===== config.mk =====
export PLATFORM = sky130hd
export DESIGN_NAME = vga_score_num
export DESIGN_NICKNAME = d
export VERILOG_FILES = /design/src/rtl/vga_score_num.sv
export SDC_FILE = /design/constraint.sdc
export NUM_CORES = 1
export LEC_CHECK = 0
export BUFFER_PORTS_ARGS = -buffer_cell sky130_fd_sc_hd__clkbuf_2
export CORE_UTILIZATION = 50
export CTS_CLUSTER_DIAMETER = 60
export CTS_CLUSTER_SIZE = 8
export DETAILED_ROUTE_END_ITERATION = 12
export GPL_ROUTABILITY_DRIVEN = 0
export PLACE_DENSITY = 0.74
export SLEW_MARGIN = 0
export SYNTH_ARGS = -nofsm -noshare
export SYNTH_HDL_FRONTEND = slang
export SYNTH_SLANG_ARGS = --single-unit

===== constraint.sdc =====
create_clock -name clk -period 4.53 [get_ports clk]
set_input_delay 0 -clock clk [delete_from_list [all_inputs] [get_ports clk]]
set_output_delay 0 -clock clk [all_outputs]
set_load 0.02 [all_outputs]

===== src/rtl/vga_score_num.sv =====
// vga_score_num: renders a 16-bit unsigned score as five decimal digit tiles
// in the background tile RAM. A free-running double-dabble converter
// refreshes the displayed digits every 18 cycles. A sequencer streams one
// tile address/data pair per clock, sweeping the five digit positions.
//
// Optional build macro: LEADING_ZERO_BLANK_EN. When defined, digits left of
// the most-significant nonzero digit are emitted with the enable bit clear.
// The units digit is always enabled.
//
// Ports:
//   clk    in   1   system clock
//   reset  in   1   asynchronous, active-high reset
//   en     in   1   1 = draw digits, 0 = draw blank (all-zero) tiles
//   num    in  16   unsigned score value
//   addr   out 16   tile RAM address
//   data   out 16   tile RAM word {7'b0, enable, yflip, xflip, row[2:0], col[2:0]}
module vga_score_num #(
    parameter int unsigned TILE_COLS = 40,
    parameter int unsigned POS_ROW   = 0,
    parameter int unsigned POS_COL   = 30,
    parameter int unsigned DIGIT_ROW = 3
) (
    input  logic        clk,
    input  logic        reset,
    input  logic        en,
    input  logic [15:0] num,
    output logic [15:0] addr,
    output logic [15:0] data
);

    localparam logic [15:0] BASE_ADDR = 16'(POS_ROW * TILE_COLS + POS_COL);
    localparam logic [2:0]  GLYPH_ROW = 3'(DIGIT_ROW);

    typedef enum logic [1:0] {
        StLoad,
        StShift,
        StCommit
    } conv_state_e;

    conv_state_e conv_state_q, conv_state_d;
    logic [3:0]  bit_cnt_q, bit_cnt_d;
    logic [15:0] bin_q, bin_d;
    logic [19:0] bcd_q, bcd_d;
    logic [19:0] bcd_adj;
    // Displayed digits: [19:16] is ten-thousands, [3:0] is units.
    logic [19:0] disp_q, disp_d;

    logic [2:0]  slot_q, slot_d;
    logic [15:0] addr_q, addr_d;
    logic [15:0] data_q, data_d;

    logic [3:0]  cur_digit;
    logic        cur_shown;
    logic [4:0]  shown;

    // Converter state register
    always_ff @(posedge clk or posedge reset) begin
        if (reset) begin
            conv_state_q <= StLoad;
            bit_cnt_q    <= 4'd0;
            bin_q        <= 16'd0;
            bcd_q        <= 20'd0;
            disp_q       <= 20'd0;
        end else begin
            conv_state_q <= conv_state_d;
            bit_cnt_q    <= bit_cnt_d;
            bin_q        <= bin_d;
            bcd_q        <= bcd_d;
            disp_q       <= disp_d;
        end
    end

    // Add 3 to every nibble >= 5 so the following shift carries decimally.
    always_comb begin
        bcd_adj = bcd_q;
        for (int i = 0; i < 5; i++) begin
            if (bcd_q[4*i +: 4] >= 4'd5) begin
                bcd_adj[4*i +: 4] = bcd_q[4*i +: 4] + 4'd3;
            end
        end
    end

    // Converter next state
    always_comb begin
        conv_state_d = conv_state_q;
        bit_cnt_d    = bit_cnt_q;
        bin_d        = bin_q;
        bcd_d        = bcd_q;
        disp_d       = disp_q;
        unique case (conv_state_q)
            StLoad: begin
                bin_d        = num;
                bcd_d        = 20'd0;
                bit_cnt_d    = 4'd0;
                conv_state_d = StShift;
            end
            StShift: begin
                bcd_d     = {bcd_adj[18:0], bin_q[15]};
                bin_d     = {bin_q[14:0], 1'b0};
                bit_cnt_d = bit_cnt_q + 4'd1;
                if (bit_cnt_q == 4'd15) begin
                    conv_state_d = StCommit;
                end
            end
            StCommit: begin
                disp_d       = bcd_q;
                conv_state_d = StLoad;
            end
            default: begin
                conv_state_d = StLoad;
            end
        endcase
    end

    // shown[k]: digit k is at or right of the most-significant nonzero digit.
    always_comb begin
        shown[0] = (disp_q[19:16] != 4'd0);
        shown[1] = shown[0] | (disp_q[15:12] != 4'd0);
        shown[2] = shown[1] | (disp_q[11:8] != 4'd0);
        shown[3] = shown[2] | (disp_q[7:4] != 4'd0);
        shown[4] = 1'b1;
    end

    always_comb begin
        cur_digit = 4'd0;
        cur_shown = 1'b1;
        unique case (slot_q)
            3'd0:    begin cur_digit = disp_q[19:16]; cur_shown = shown[0]; end
            3'd1:    begin cur_digit = disp_q[15:12]; cur_shown = shown[1]; end
            3'd2:    begin cur_digit = disp_q[11:8];  cur_shown = shown[2]; end
            3'd3:    begin cur_digit = disp_q[7:4];   cur_shown = shown[3]; end
            3'd4:    begin cur_digit = disp_q[3:0];   cur_shown = shown[4]; end
            default: begin cur_digit = 4'd0;          cur_shown = 1'b1;     end
        endcase
    end

    // Sequencer next state and tile word
    always_comb begin
        logic       tile_en;
        logic [2:0] tile_row;
        slot_d   = (slot_q == 3'd4) ? 3'd0 : slot_q + 3'd1;
        addr_d   = BASE_ADDR + {13'd0, slot_q};
        tile_row = GLYPH_ROW + {2'd0, cur_digit[3]};
`ifdef LEADING_ZERO_BLANK_EN
        tile_en  = cur_shown;
`else
        tile_en  = 1'b1;
`endif
        data_d   = 16'd0;
        if (en) begin
            data_d = {7'd0, tile_en, 2'b00, tile_row, cur_digit[2:0]};
        end
    end

    always_ff @(posedge clk or posedge reset) begin
        if (reset) begin
            slot_q <= 3'd0;
            addr_q <= BASE_ADDR;
            data_q <= 16'd0;
        end else begin
            slot_q <= slot_d;
            addr_q <= addr_d;
            data_q <= data_d;
        end
    end

    assign addr = addr_q;
    assign data = data_q;

endmodule


==> flow_summary.json <==
{
  "dr.pass1.iters": 5,
  "hp-class": "in -> reg",
  "drive_gt1_frac": 0.169,
  "multiInputGateArea_um2": 1540,
  "avgViaCountPerCell": 5.12,
  "track_usage": 0.184,
  "start_util": 0.529,
  "clk_path_buf_depth": 2,
  "io_pins": 51,
  "fillCellCount": 599,
  "hpwl_um": 4190,
  "dp_cells": 465,
  "cp_max_fo": 30,
  "holdWs_ps": 341,
  "yosysTopAreaCellShare": 0.497,
  "synth_area_leaders": "dfrtp_1, o21ai_0, ha_1",
  "rsz0062_at_grt": "no",
  "clock_sinks": 76,
  "synth_edf_count": 0,
  "nets": 434,
  "yosys_register_bits": 76,
  "arrival_ps": 2240,
  "crit_chain": "buf_4 -> nand2b_1 -> mux2_2",
  "ys_types": 29,
  "synth-main-ff-cell": "dfrtp_1",
  "die_h_um": 87.7,
  "post-route-util": 0.602,
  "port_buffers": 31,
  "worst-setup-path-type": "reg -> reg",
  "synthesis.instances": 353,
  "reg2regPathDepth": 3,
  "cts-root-buf": "clkbuf_8",
  "stdcell_count": 499,
  "mostFrequentLayoutCell": "dfrtp_1",
  "cts_hold_buf": 18,
  "maxSlewHeadroom": 0.340,
  "tritoncts": "built",
  "clk_latency_ps": 350,
  "num_vias": 2553,
  "grt_pass1_wl_um": 10900,
  "ir_drop_mv": 0.239,
  "htree_num_levels": 3,
  "rows": 30,
  "cp_slowest_cell": "nand2b_1",
  "power_leakage_nw": 2.07,
  "clkSlewWorstSetupHoldPaths_ps": 80,
  "drc": 0,
  "cellPowerDensity_nw_per_um2": 456,
  "diodes": 0,
  "tightest_slew_ps": 991,
  "routed_wl_um": 6330,
  "outcome": "completed",
  "dieArea_um2": 7690,
  "antenna_found_initial": 0,
  "grt_max_degree": 77,
  "tns_ps": 0,
  "hold_viol_final": 0,
  "coreArea_um2": 6940,
  "post_cts_buffers": 0,
  "wl_per_cell_um": 12.7,
  "place_ws_ps": 2480,
  "overflow": 0,
  "cts_made_buffers": 9,
  "crit_path_end_kind": "flip-flop",
  "critPathRequiredTime_ps": 4760,
  "die_width_um": 87.7,
  "final_cell_mix": "dfrtp_1, nand2_1, o21ai_0, clkbuf_2, conb_1",
  "synth.yosys.warnings": 0,
  "syn_area_um2": 3670,
  "async_reset_ff_frac": 1.00,
  "seqCellArea_um2": 1910,
  "ys_seq_area_frac": 0.519,
  "setup_viol": 0,
  "cts-resized-gates": 0,
  "fin_skew_ps": 11.3,
  "min_path_cells": 2,
  "worstSetupStartpointType": "flip-flop",
  "max_cap_viol_count": 0,
  "min_period_over_period": 0.445,
  "drv_slew": 0,
  "min_period_ps": 2020,
  "fin_ws_ps": 2510,
  "ant_nets": 0,
  "grt_pass1_vias": 2423,
  "synth_top_area_cell": "dfrtp_1",
  "syn_to_final_growth_pct": 13.8,
  "synth.avg_cell_area_um2": 10.4,
  "max_stage_delay_ps": 820,
  "drt_iter0_markers": 160,
  "fmax_mhz": 496
}
==> registers in the layout, indices dropped and copies added (netlist names) <==
register	flops
bcd_q	20
disp_q	20
bin_q	16
data	6
addr	5
bit_cnt_q	4
slot_q	3
conv_state_q	2
==> cells by family (layout without fill, tap and decap cells) <==
| kind of cell | Yosys count | after routing | share of synthesized area |
|---|---|---|---|
| other | 1 | 19 | 0.00102 |
| and+or+nand+nor | 87 | 87 | 0.103 |
| buffers and inverters | 52 | 84 | 0.0797 |
| adders and majority gates | 17 | 17 | 0.0579 |
| muxes | 25 | 25 | 0.0715 |
| xor gates and xnor gates | 7 | 7 | 0.0167 |
| AOI/OAI and AO/OA | 88 | 88 | 0.152 |
| DFF | 76 | 76 | 0.519 |
==> critical path, delay by kind of cell, from the launching register on <==
kind | cells | cell delay (ps)
flops | 1 | 320
mux | 1 | 420
buf+inv | 1 | 340
simple gates | 1 | 820
==> report_power, final <==
part           internal [mW]  switching (mW)  total, mW  leakage [nW]
Sequential             0.812           0.110      0.922         0.956
Clock                  0.267           0.240      0.506        0.0991
Combinational          0.231           0.244      0.475          1.01
==> area by class of cell <==
type	instances	area share
Sequential cell	76	0.456
Multi-Input combinational cell	243	0.369
Timing Repair Buffer	52	0.0856
Clock buffer	11	0.0338
Tap cell	96	0.0287
Inverter	16	0.0144
Clock inverter	5	0.0126
==> cell usage after synthesis (3+ instances only) <==
master / number
dfrtp_1: 73
nand2_1: 54
o21ai_0: 47
buf_4: 23
ha_1: 17
inv_1: 16
mux2i_1: 15
a21oi_1: 13
nand2b_1: 13
a22o_1: 12
nor2_1: 12
mux2_2: 10
buf_2: 9
xnor2_1: 7
a21o_1: 4
a222oi_1: 4
clkbuf_1: 4
a22o_2: 3
dfstp_2: 3
nor2b_1: 3
==> per-layer routing <==
metal | track usage | vias to the layer above | wire [µm]
met4 | 0.0626 | 0 | 93
met3 | 0.0481 | 10 | 207
li1 | - | 1258 | -
met1 | 0.234 | 1228 | 2980
met5 | 0 | - | 0
met2 | 0.304 | 57 | 3040
==> worst paths after layout <==
path,slack (ps),to,startpoint
setup / recovery,2510,disp_q[18]$_DFFE_PP0N_,conv_state_q[0]$_DFFE_PP0P_
hold / removal,340,data[8]$_DFF_PP0_,en
setup reg to reg,2510,disp_q[18]$_DFFE_PP0N_,conv_state_q[0]$_DFFE_PP0P_
hold reg to reg,480,addr[0]$_DFF_PP0_,slot_q[0]$_DFF_PP0_
max in group asynchronous,3460,conv_state_q[0]$_DFFE_PP0P_,reset
min in group asynchronous,470,data[1]$_DFF_PP0_,reset
==> through the flow <==
step           area [µm²]  total power [mW]
2_1_floorplan        3740              1.29
3_3_place_gp         3800              1.37
3_5_place_dp         3800              1.40
4_1_cts              4180              1.92
5_1_grt              4180              2.03
6_report             4180              1.90
No activity file was read; power rests on OpenSTA's default activity.
